===== src/rtl/wb_regfile.sv =====
// wb_regfile: write-back register file with a three-state commit handshake, byte enables, bypass and a commit counter
module wb_regfile #(
   parameter int DATA_W   = 32,
   parameter int ADDR_W   = 5,
   parameter int ZERO_REG = 1,
   parameter int CNT_W    = 16
) (
   input  logic                clock,
   input  logic                reset_n,
   input  logic                wb_valid,
   output logic                wb_ready,
   input  logic                wb_en,
   input  logic [ADDR_W-1:0]   wb_addr,
   input  logic [DATA_W-1:0]   wb_data,
   input  logic [DATA_W/8-1:0] wb_be,
   output logic                fetch_start,
   input  logic [ADDR_W-1:0]   rd_addr_a,
   input  logic [ADDR_W-1:0]   rd_addr_b,
   output logic [DATA_W-1:0]   rd_data_a,
   output logic [DATA_W-1:0]   rd_data_b,
   output logic [CNT_W-1:0]    commit_cnt
);
   localparam int DEPTH = 1 << ADDR_W;
   localparam int NB    = DATA_W / 8;
   localparam bit ZR    = (ZERO_REG != 0);

   localparam logic [1:0] S_IDLE    = 2'd0;
   localparam logic [1:0] S_COMMIT  = 2'd1;
   localparam logic [1:0] S_RELEASE = 2'd2;

   logic [1:0]        r_state;
   logic              r_en;
   logic [ADDR_W-1:0] r_addr;
   logic [DATA_W-1:0] r_data;
   logic [NB-1:0]     r_be;
   logic [CNT_W-1:0]  r_cnt;
   logic [DATA_W-1:0] r_mem [DEPTH];

   logic              w_accept;
   logic              w_wr;
   logic [DATA_W-1:0] w_merged;

   assign wb_ready    = (r_state == S_IDLE);
   assign fetch_start = (r_state == S_RELEASE);
   assign commit_cnt  = r_cnt;
   assign w_accept    = wb_ready && wb_valid;
   // A held write only lands if it is enabled, touches at least one byte and does not target a hard-wired zero register
   assign w_wr        = (r_state == S_COMMIT) && r_en && (|r_be) && !(ZR && (r_addr == '0));

   // Byte-merge of the held data over the currently stored value of the held register
   for (genvar i = 0; i < NB; i++) begin : g_merge
      assign w_merged[8*i +: 8] = r_be[i] ? r_data[8*i +: 8] : r_mem[r_addr][8*i +: 8];
   end

   // Read ports: zero register wins, then the pending write is forwarded, else the array
   assign rd_data_a = (ZR && (rd_addr_a == '0)) ? '0 :
                      (w_wr && (rd_addr_a == r_addr)) ? w_merged : r_mem[rd_addr_a];
   assign rd_data_b = (ZR && (rd_addr_b == '0)) ? '0 :
                      (w_wr && (rd_addr_b == r_addr)) ? w_merged : r_mem[rd_addr_b];

   // Handshake sequencing: IDLE accepts, COMMIT writes, RELEASE pulses fetch_start
   always_ff @(posedge clock or negedge reset_n) begin
      if (!reset_n)
         r_state <= S_IDLE;
      else
         r_state <= (r_state == S_IDLE)   ? (wb_valid ? S_COMMIT : S_IDLE) :
                    (r_state == S_COMMIT) ? S_RELEASE : S_IDLE;
   end

   // Holding registers capture the request only on acceptance so later traffic cannot disturb it
   always_ff @(posedge clock or negedge reset_n) begin
      if (!reset_n) begin
         r_en   <= 1'b0;
         r_addr <= '0;
         r_data <= '0;
         r_be   <= '0;
      end else if (w_accept) begin
         r_en   <= wb_en;
         r_addr <= wb_addr;
         r_data <= wb_data;
         r_be   <= wb_be;
      end
   end

   // Register array update on the edge leaving COMMIT
   always_ff @(posedge clock or negedge reset_n) begin
      if (!reset_n) begin
         for (int k = 0; k < DEPTH; k++) r_mem[k] <= '0;
      end else if (w_wr) begin
         r_mem[r_addr] <= w_merged;
      end
   end

   // Commit counter counts landed writes and sticks at all-ones
   always_ff @(posedge clock or negedge reset_n) begin
      if (!reset_n)
         r_cnt <= '0;
      else if (w_wr && (r_cnt != '1))
         r_cnt <= r_cnt + 1'b1;
   end
endmodule


===== config.mk =====
export PLATFORM = sky130hd
export DESIGN_NAME = wb_regfile
export DESIGN_NICKNAME = d
export VERILOG_FILES = /design/src/rtl/wb_regfile.sv
export SDC_FILE = /design/constraint.sdc
export NUM_CORES = 2
export LEC_CHECK = 0
export CORE_UTILIZATION = 30
export CTS_CLUSTER_DIAMETER = 40
export DETAILED_ROUTE_END_ITERATION = 12
export GPL_ROUTABILITY_DRIVEN = 0
export PLACE_DENSITY = 0.54
export REMOVE_ABC_BUFFERS = 1
export SLEW_MARGIN = 20
export SYNTH_ARGS = -nofsm -noshare
export SYNTH_HDL_FRONTEND = slang
export SYNTH_SLANG_ARGS = --single-unit

===== constraint.sdc =====
create_clock -name clock -period 2.2 [get_ports clock]
set_input_delay 0.22 -clock clock [delete_from_list [all_inputs] [get_ports clock]]
set_output_delay 0.22 -clock clock [all_outputs]
set_load 0.03 [all_outputs]

==> impl_metrics.json <==
{
  "drt-wirelength-per-cell_um": 30.2,
  "relSlewSlack_pct": 22.8,
  "synth_edf_count": 0,
  "pwr-share-seq_pct": 29.7,
  "whs_path_depth": 2,
  "clk_pin_slew_worst_paths_ps": 50,
  "setup_ws_ps": -1430,
  "pre_cts_slack_ps": -1170,
  "cp.arrival_ps": 3410,
  "dpl_cell_area_um2": 77000,
  "startpoint": "r_state[1]",
  "cts_sinks": 1084,
  "pwr-share-comb_pct": 35.3,
  "p_leak_nw": 38.3,
  "first_pass_iters": 7,
  "register_area_um2": 27100,
  "fin_util_pct": 42.2,
  "r2r-start": "r_addr[0]",
  "ys_seq_area_share_pct": 42.1,
  "dp_hpwl_um": 191000,
  "netlist_instances": 5735,
  "hold_class": "input port to register",
  "async_flop_share_pct": 100,
  "cts_buffer_depth": 3,
  "fin_nets": 6723,
  "initial_core_util_pct": 30.3,
  "clockPowerShare_pct": 35.0,
  "fill_cells": 19700,
  "yosys_register_bits": 1084,
  "grt_overflow_total": 0,
  "core_um2": 213000,
  "failed_checks": "negative setup slack",
  "timing.critical_path.to_type": "primary output",
  "yosys_most_used_dff": "dfrtp_1",
  "tns_ps": -562870,
  "grt_pass1_vias": 56700,
  "fmax_ghz": 0.275,
  "root_buffer": "clkbuf_16",
  "port_buffers": 136,
  "cts_tree": "done",
  "worstSetupStartpointType": "register",
  "cts_buffers": 199,
  "dp_cells": 9077,
  "antenna_found_initial": 14,
  "peakVddDrop_v": 0.00115,
  "synth_area_um2": 64400,
  "holdWs_ps": 53.6,
  "ant_nets": 0,
  "rsz0062_at_grt": "true",
  "routed-via-count": 57200,
  "fin_crit_ps": 3630,
  "final_common_cell": "dfrtp_1",
  "crit_fanout": 6,
  "rows": 169,
  "min_from": "wb_data[2]",
  "io-pin-count": 137,
  "intPower_mw": 59.3,
  "finClkSkew_ps": 58.4,
  "clock_latency_ps": 850,
  "sw_frac_of_total_pct": 34.9,
  "cap_violations": 0,
  "ys_types": 67,
  "grtUsageTotal_pct": 26.3,
  "slew_violations": 0,
  "multiInputGateArea_um2": 36100,
  "final_cell_mix": "dfrtp_1, nand2_1, buf_4",
  "rr_worst_depth": 13,
  "drt_iter0_drc": 6647,
  "grt_max_degree": 92,
  "fin_crit_sh_pct": 165,
  "wl_um": 292000,
  "chipHeight_um": 465,
  "cts_max_level": 4,
  "avgSynthCellArea_um2": 11.2,
  "path_class": "register to primary output",
  "drive_gt1_share_pct": 41.7,
  "die_area_um2": 216000,
  "cp.required_ps": 1980,
  "total_power_mw": 91.1,
  "ys_warn_count": 0,
  "status": "finished with violations",
  "layout.cells.non_filler": 9665,
  "viasPerCell": 5.91,
  "hold_viol_final": 0,
  "fin_area_um2": 89700,
  "tightest_slew_ps": 1150,
  "power_density_nw_per_um2": 1020,
  "grt_pass1_wl_um": 415000,
  "die_x_um": 465,
  "drcViolationCount": 0,
  "switchingPower_mw": 31.8,
  "syn_to_final_growth_pct": 39.3,
  "setup_viol": 1060
}
-- repair_timing --
action / in CTS / in global routing
hold endpoints to repair: 1070 / 0
setup buffers: 118 / 56
hold buffers: 25 / 0
pin swaps: 165 / 211
endpoints found under the setup margin: 1068 / 1069
gates cloned: 32 / 27
resized for setup: 491 / 452
-- sequential cells by signal (all words and copies together), names as in the netlist --
name        flops
r_be            4
r_mem        1024
r_en            1
commit_cnt     16
r_data         32
r_state         2
r_addr          5
-- cell type report --
cell class	count	share of cell area, %
multi-input cells	4002	40.3
well taps	2821	3.94
diodes	6	0.0167
flip-flops and latches	1084	30.3
repair buffers	1371	17.7
clock inverters	143	1.88
clock buffers	229	5.93
inverters	9	0.0474
-- power groups by stage --
stage	sequential (mW)	clock, mW	combinational [mW]
floorplan	26.3	0	11.1
global placement	26.8	0	24.9
detailed placement	27.1	0	25.2
CTS	26.8	32.3	29.4
global route	27.4	33.2	33.6
finish	27.0	31.9	32.1
-- worst max-delay path, stage by stage (launching register included) --
cell	delay, ps
dfrtp_1	380
and3b_2	290
o211ai_2	120
buf_6	130
or4_4	580
and2_4	270
buf_12	210
a22oi_2	130
o21ai_1	110
buf_4	190
buf_12	140
-- synth_stat cells (39+ instances only) --
library cell | count | area share (%)
a211oi_1 | 79 | 0.92
a21oi_1 | 116 | 0.90
a221oi_1 | 49 | 0.67
a22oi_1 | 119 | 1.4
buf_2 | 161 | 1.3
buf_4 | 39 | 0.45
clkbuf_1 | 300 | 1.7
clkbuf_2 | 81 | 0.63
dfrtp_1 | 1084 | 42
mux2_2 | 40 | 0.70
mux2i_1 | 308 | 4.8
mux4_2 | 679 | 24
nand2_1 | 1091 | 6.4
nand3_1 | 39 | 0.30
nor2b_1 | 76 | 0.74
o21ai_0 | 956 | 7.4
o21ai_1 | 115 | 0.89
o21ai_2 | 53 | 0.72
-- worst paths after layout --
kind                                  to  slack (ps)
hold / removal                 r_data[2]          50
min in group asynchronous     r_mem[729]         130
max in group asynchronous     r_mem[763]        1080
setup reg to reg               r_mem[49]        -790
setup / recovery           rd_data_b[10]       -1430
hold reg to reg              r_mem[1006]         410
-- metal layers --
| layer | routed length, µm | share of wire [%] | track usage (%) | vias to the layer above |
|---|---|---|---|---|
| met3 | 30000 | 10 | 6.31 | 856 |
| li1 | - | - | - | 23500 |
| met5 | 50 | 0.017 | 0 | - |
| met4 | 19400 | 6.7 | 16.2 | 8 |
| met1 | 113000 | 39 | 34.3 | 29200 |
| met2 | 129000 | 44 | 39.5 | 3566 |
-- kinds of logic after synthesis --
group           share of synthesized area [%]
flops                                    42.1
compound gates                           15.0
buf+inv                                  4.89
mux                                      29.2
simple gates                             8.40
fa+ha+maj                              0.0194
xor+xnor                                0.327
(Power assumes the default switching activity.)
